### config.mk
export PLATFORM = sky130hd
export DESIGN_NAME = memoria_padroes_flat
export DESIGN_NICKNAME = d
export VERILOG_FILES = /design/src/rtl/memoria_padroes_if.sv /design/src/rtl/memoria_padroes.sv /design/src/flat_wrapper.sv
export SDC_FILE = /design/constraint.sdc
export NUM_CORES = 1
export LEC_CHECK = 0
export BUFFER_PORTS_ARGS = -buffer_cell sky130_fd_sc_hd__buf_2
export CORE_ASPECT_RATIO = 0.5
export CORE_MARGIN = 1
export CORE_UTILIZATION = 32
export CTS_BUF_LIST = sky130_fd_sc_hd__clkbuf_4 sky130_fd_sc_hd__clkbuf_8
export DETAILED_ROUTE_END_ITERATION = 12
export GPL_ROUTABILITY_DRIVEN = 0
export PLACE_DENSITY = 0.56
export SLEW_MARGIN = 10
export SYNTH_ARGS = -nofsm -noshare
export SYNTH_HDL_FRONTEND = slang
export SYNTH_SLANG_ARGS = --single-unit
export TNS_END_PERCENT = 50
### constraint.sdc
create_clock -name clock -period 1.78 [get_ports clock]
set_clock_uncertainty 0.1 [all_clocks]
set_input_delay 0.089 -clock clock [delete_from_list [all_inputs] [get_ports clock]]
set_output_delay 0.089 -clock clock [all_outputs]
set_load 0.05 [all_outputs]
### src/rtl/memoria_padroes_if.sv
// Host-side bundle for the pattern-memory sequencer: opcode, table write
// port, wrap point, and the registered outputs it presents.
interface memoria_padroes_if #(
   parameter int WIDTH = 5,
   parameter int AW    = 2,
   parameter int EW    = 4
);
   logic [1:0]       Tx;
   logic             wr_en;
   logic [AW-1:0]    wr_addr;
   logic [WIDTH-1:0] wr_data;
   logic [AW-1:0]    ultimo;
   logic [WIDTH-1:0] entrada;
   logic [AW-1:0]    contador;
   logic [EW-1:0]    etapa;
   logic             fim;

   // Host side: drives opcode/table port, observes the sequencer.
   modport master (
      output Tx, wr_en, wr_addr, wr_data, ultimo,
      input  entrada, contador, etapa, fim
   );

   // Sequencer side.
   modport slave (
      input  Tx, wr_en, wr_addr, wr_data, ultimo,
      output entrada, contador, etapa, fim
   );
endinterface

### src/rtl/memoria_padroes.sv
// Pattern-memory sequencer: presents words from a programmable table on
// `entrada` under the shared Tx opcode, with a programmable wrap point,
// in-place left shift, a pass counter and a one-cycle wrap pulse.
module memoria_padroes #(
   parameter int WIDTH     = 5,
   parameter int DEPTH     = 4,
   parameter int AW        = 2,
   parameter int EW        = 4,
   parameter int RESET_VAL = 2
) (
   input logic               clock,
   input logic               reset,
   memoria_padroes_if.slave  bus
);

   typedef enum logic [1:0] {
      OP_RESET  = 2'b00,
      OP_LOAD   = 2'b01,
      OP_HOLD   = 2'b10,
      OP_SHIFTL = 2'b11
   } op_e;

   localparam int               IW       = (DEPTH > 1) ? $clog2(DEPTH) : 1;
   localparam logic [AW-1:0]    LAST_IDX = AW'(DEPTH - 1);
   localparam logic [WIDTH-1:0] INIT_VAL = WIDTH'(RESET_VAL);

   op_e              op;
   logic [WIDTH-1:0] mem_q [DEPTH];
   logic [WIDTH-1:0] mem_d [DEPTH];
   logic [WIDTH-1:0] entrada_q, entrada_d;
   logic [AW-1:0]    contador_q, contador_d;
   logic [EW-1:0]    etapa_q, etapa_d;
   logic             fim_q, fim_d;
   logic [AW-1:0]    last_eff;
   logic [WIDTH-1:0] rd_word;
   logic             wr_hit;
   logic             rd_ok;

   assign op = op_e'(bus.Tx);

   // Effective wrap point, clamped to the last physical entry.
   always_comb begin
      last_eff = (bus.ultimo > LAST_IDX) ? LAST_IDX : bus.ultimo;
   end

   // Table read at the pointer; reads the pre-edge contents, so a same-cycle
   // write to that address is only seen on the next pass.
   always_comb begin
      // NOTE: every always_comb output gets a default first so no path leaves it unassigned (no latch).
      rd_word = '0;
      rd_ok   = (int'(contador_q) < DEPTH);
      if (rd_ok) begin
         rd_word = mem_q[contador_q[IW-1:0]];
      end
   end

   // Table write port: out-of-range addresses and writes during reset are dropped.
   always_comb begin
      mem_d  = mem_q;
      wr_hit = bus.wr_en && !reset && (int'(bus.wr_addr) < DEPTH);
      if (wr_hit) begin
         mem_d[bus.wr_addr[IW-1:0]] = bus.wr_data;
      end
   end

   // Opcode decode: next presented word, pointer, pass counter and wrap pulse.
   always_comb begin
      entrada_d  = entrada_q;
      contador_d = contador_q;
      etapa_d    = etapa_q;
      fim_d      = 1'b0;
      unique case (op)
         OP_RESET: begin
            entrada_d  = INIT_VAL;
            contador_d = '0;
            etapa_d    = '0;
         end
         OP_LOAD: begin
            entrada_d = rd_word;
            if (contador_q >= last_eff) begin
               contador_d = '0;
               etapa_d    = etapa_q + EW'(1);
               fim_d      = 1'b1;
            end else begin
               contador_d = contador_q + AW'(1);
            end
         end
         OP_HOLD: begin
            entrada_d = entrada_q;
         end
         OP_SHIFTL: begin
            entrada_d = {entrada_q[WIDTH-2:0], 1'b0};
         end
         default: begin
            entrada_d = entrada_q;
         end
      endcase
   end

   // Sequencer registers with synchronous reset taking priority over Tx.
   always_ff @(posedge clock) begin
      // NOTE: sequential state uses non-blocking assignments so all flops update from pre-edge values.
      if (reset) begin
         entrada_q  <= INIT_VAL;
         contador_q <= '0;
         etapa_q    <= '0;
         fim_q      <= 1'b0;
      end else begin
         entrada_q  <= entrada_d;
         contador_q <= contador_d;
         etapa_q    <= etapa_d;
         fim_q      <= fim_d;
      end
   end

   // Pattern table storage.
   always_ff @(posedge clock) begin
      // NOTE: the table is deliberately not reset; it is retained across reset and undefined until written.
      mem_q <= mem_d;
   end

   assign bus.entrada  = entrada_q;
   assign bus.contador = contador_q;
   assign bus.etapa    = etapa_q;
   assign bus.fim      = fim_q;

endmodule

### src/flat_wrapper.sv
// flat-port wrapper written by rule: the top's interface ports become plain ports
module memoria_padroes_flat 
#(
   parameter int WIDTH     = 5,
   parameter int DEPTH     = 4,
   parameter int AW        = 2,
   parameter int EW        = 4,
   parameter int RESET_VAL = 2
)
  (clock, reset, bus_Tx, bus_wr_en, bus_wr_addr, bus_wr_data, bus_ultimo, bus_entrada, bus_contador, bus_etapa, bus_fim);
  memoria_padroes_if #(.WIDTH(WIDTH), .AW(AW), .EW(EW)) bus_i ();
  input logic clock;
  input logic reset;
  input wire logic [$bits(bus_i.Tx)-1:0] bus_Tx;
  input wire logic [$bits(bus_i.wr_en)-1:0] bus_wr_en;
  input wire logic [$bits(bus_i.wr_addr)-1:0] bus_wr_addr;
  input wire logic [$bits(bus_i.wr_data)-1:0] bus_wr_data;
  input wire logic [$bits(bus_i.ultimo)-1:0] bus_ultimo;
  output wire logic [$bits(bus_i.entrada)-1:0] bus_entrada;
  output wire logic [$bits(bus_i.contador)-1:0] bus_contador;
  output wire logic [$bits(bus_i.etapa)-1:0] bus_etapa;
  output wire logic [$bits(bus_i.fim)-1:0] bus_fim;
  assign bus_i.Tx = bus_Tx;
  assign bus_i.wr_en = bus_wr_en;
  assign bus_i.wr_addr = bus_wr_addr;
  assign bus_i.wr_data = bus_wr_data;
  assign bus_i.ultimo = bus_ultimo;
  assign bus_entrada = bus_i.entrada;
  assign bus_contador = bus_i.contador;
  assign bus_etapa = bus_i.etapa;
  assign bus_fim = bus_i.fim;
  memoria_padroes #(.WIDTH(WIDTH), .DEPTH(DEPTH), .AW(AW), .EW(EW), .RESET_VAL(RESET_VAL)) u_core (.clock(clock), .reset(reset), .bus(bus_i));
endmodule
==> results.yml <==
outcome:
  status: "finished, final reports clean"
worst_setup_path:
  slowest_stage: "or4b_1"
  end_kind: "flop"
  rr_endpoint: "u_core.bus.etapa[3]"
  crit_path_max_incr_delay_ps: 490
  crit_chain: "inv_4, ha_4, nand2b_4, a21oi_2, or4b_1, a31oi_1"
  crit_required_ps: 1900
  cp.arrival_ps: 1710
  crit_family: "simple AND/OR/NAND/NOR gates"
  startpoint_type: "flop"
  ff2ff_setup_slack_ps: 190
  cp.buffers_inverters: 1
  r2r-start: "u_core.bus.contador[0]"
  crit_type: "flop to flop"
  worstPathMaxFanout: 3
  r2r.worst_path.cells: 6
sta:
  finalHoldViolations: 0
  tightest_slew_ps: 317
  fmax_mhz: 627
  setup-tns-final_ps: 0
  min_period_over_period: 0.895
  setup_violations: 0
  relSlewSlack: 0.788
  slew_violations: 0
  min_period_ps: 1590
  rsz0062_at_grt: "false"
grt:
  grt_max_degree: 15
  busiest_layer: "met2"
  met3_usage: 0.0492
  grt_util_met1: 0.148
  grt.overflow.total: 0
  antenna_found_initial: 0
  grt_pass1_wl_um: 3870
  use_met2: 0.204
  grt_usage: 0.125
  grt_pass1_vias: 826
power:
  p_leak_nw: 0.677
  power_mw: 1.67
  vdd_drop_max_v: 0.000325
  p_per_area_nw_per_um2: 955
cells_and_area:
  antennaDiodeCount: 0
  seq_area_um2: 845
  layout.nets: 160
  multi_input_area_um2: 490
  drive_gt1_frac: 0.354
  fillers: 369
  synthToLayoutAreaGrowth_pct: 28.8
  postLayoutCoreUtil: 0.439
  stdcell_count: 198
yosys:
  syn-num-nets: 123
  yosysSeqAreaShare: 0.619
  synthAdderAreaFrac: 0.0276
  synth-compound-area-share: 0.0848
  syn-instance-count: 106
  synth_mux_area_frac: 0.0903
  syn_avg_cell_area_um2: 12.8
  ys_types: 31
  ys_ff_latch: 32
  synth_warnings: 0
  synthSimpleGateAreaFrac: 0.141
  netlist_area_um2: 1360
  synth_top_family_by_area: "simple AND/OR/NAND/NOR gates"
  synthXorXnorAreaFrac: 0
routing:
  drt_iter0_drc: 25
  via_per_inst: 4.70
  wl_per_cell_um: 12.5
  vias: 931
  drtAntennaViolNets: 0
  totalWireLength_um: 2470
  remaining_drc_errors: 0
  dr.pass1.iters: 4
die:
  fp.dieArea_um2: 4520
  core_region_area_um2: 3980
  ios: 26
  die_h_um: 48.1
  dieWidth_um: 94.1
  rows: 16
  start_util: 0.341
flow_run:
  drv_cap: 0
min_path:
  min_from: "reset"
  hold_depth: 2
  hold_path.class: "input port to flop"
  whs_endpoint: "u_core.bus.contador[0]"
place:
  post-dp-hpwl_um: 1750
  portBuffers: 25
  dp.cells: 185
cts:
  clk-insertion-delay-late_ps: 280
  clock_tree.root_cell: "clkbuf_8"
  cts_tree: "built"
  numClockSinks: 32
  cts_buffers: 5
  postCtsSetupRepairBufs: 0
  path_clk_slew_ps: 70
  clockBufferDepth: 2
  h-tree-depth: 2
  cts_resized: 0
## flip-flops by register name, summed over array words and instances (netlist names)
name and cells:
u_core.bus.contador 2, u_core.bus.entrada 5, u_core.bus.etapa 4, u_core.bus.fim 1, u_core.mem_q 20
## stage by stage
step / cell area, µm² / worst slack, ps / hold WS, ps
5_1_grt: 1750 / 137 / 58.2
3_5_place_dp: 1590 / 191 / 209
4_1_cts: 1750 / 175 / 31.5
6_report: 1750 / 186 / 36.4
3_3_place_gp: 1590 / 216 / 207
2_1_floorplan: 1400 / -29.6 / 87.9
## report_power, final
group | leakage, nW | internal [mW] | switching, mW
Combinational | 0.338 | 0.0651 | 0.0957
Clock | 0.0586 | 0.430 | 0.257
Sequential | 0.280 | 0.811 | 0.00992
## cell usage after synthesis (all sizes together)
cell type  number  share of area
a21o            2          0.011
a31oi           5          0.023
edfxtp         20           0.44
nand4b          1         0.0065
or2b            1         0.0055
buf             3          0.020
or4b            1         0.0074
nor2            5          0.014
a22oi           1         0.0055
mux4            5          0.083
o21ai           3          0.011
nor3            1         0.0037
and3            2          0.010
dfxtp          12           0.18
nor3b           1         0.0055
nor2b           2         0.0092
ha              3          0.028
o211ai          1         0.0055
nand3b          1         0.0055
a32oi           1         0.0065
a21oi           6          0.022
mux2i           1         0.0074
nand3           5          0.018
and2b           2          0.012
clkbuf          3         0.0083
nand2          14          0.039
nand2b          1         0.0046
inv             3         0.0083
## routing by layer
layer  part of all wire  wire length (µm)
met2               0.45              1100
met1               0.49              1210
met3              0.040               100
met4              0.025                61
met5                  0                 0
## cell type report
class / count / area share
flip-flops and latches: 32 / 0.483
multi-input cells: 65 / 0.281
clock inverters: 2 / 0.0200
well taps: 54 / 0.0387
inverters: 3 / 0.00787
repair buffers: 36 / 0.126
clock buffers: 6 / 0.0437
## logic make-up (layout without fill, tap and decap cells)
logic type               after synthesis  in the layout
AO/OA/AOI/OAI                         19             19
adder cells (fa/ha/maj)                3              3
buffers and inverters                  9             47
flip-flops                            32             32
multiplexers                           6              6
AND/OR/NAND/NOR                       37             37
## worst max path at each step
stage	end	startpoint	cells past startpoint	slack (ps)
finish	u_core.bus.etapa[3]	u_core.bus.contador[0]	6	190
global route	u_core.bus.contador[1]	u_core.bus.contador[1]	5	140
CTS	u_core.bus.etapa[3]	u_core.bus.contador[0]	6	180
detailed placement	u_core.bus.etapa[3]	u_core.bus.contador[0]	6	190
global placement	u_core.bus.etapa[3]	u_core.bus.contador[0]	6	220
floorplan	u_core.bus.etapa[3]	u_core.bus.contador[0]	7	-30
## layout by cell type, fill, tap and decap left out, types with 5 or more instances in the layout
master and count:
buf_2 25, edfxtp_1 20, nand2_1 14, dfxtp_1 11, buf_4 6, nor2_1 5
nand3_1 5, a31oi_1 5, a21oi_1 5, mux4_2 5, clkbuf_8 5, dlygate4sd3_1 5
## repair_timing
item / CTS / global route
endpoints found under the hold margin: 20 / 0
endpoints found under the setup margin: 0 / 0
hold buffers: 5 / 0
## worst reg2reg max path, delay by kind of cell, from the launching register on
family,cells,cell delay (ps)
adder cells (fa/ha/maj),1,240
AO/OA/AOI/OAI,2,180
AND/OR/NAND/NOR,2,610
flip-flops,1,360
buffers and inverters,1,40
Power figures use the tool's default switching activity.
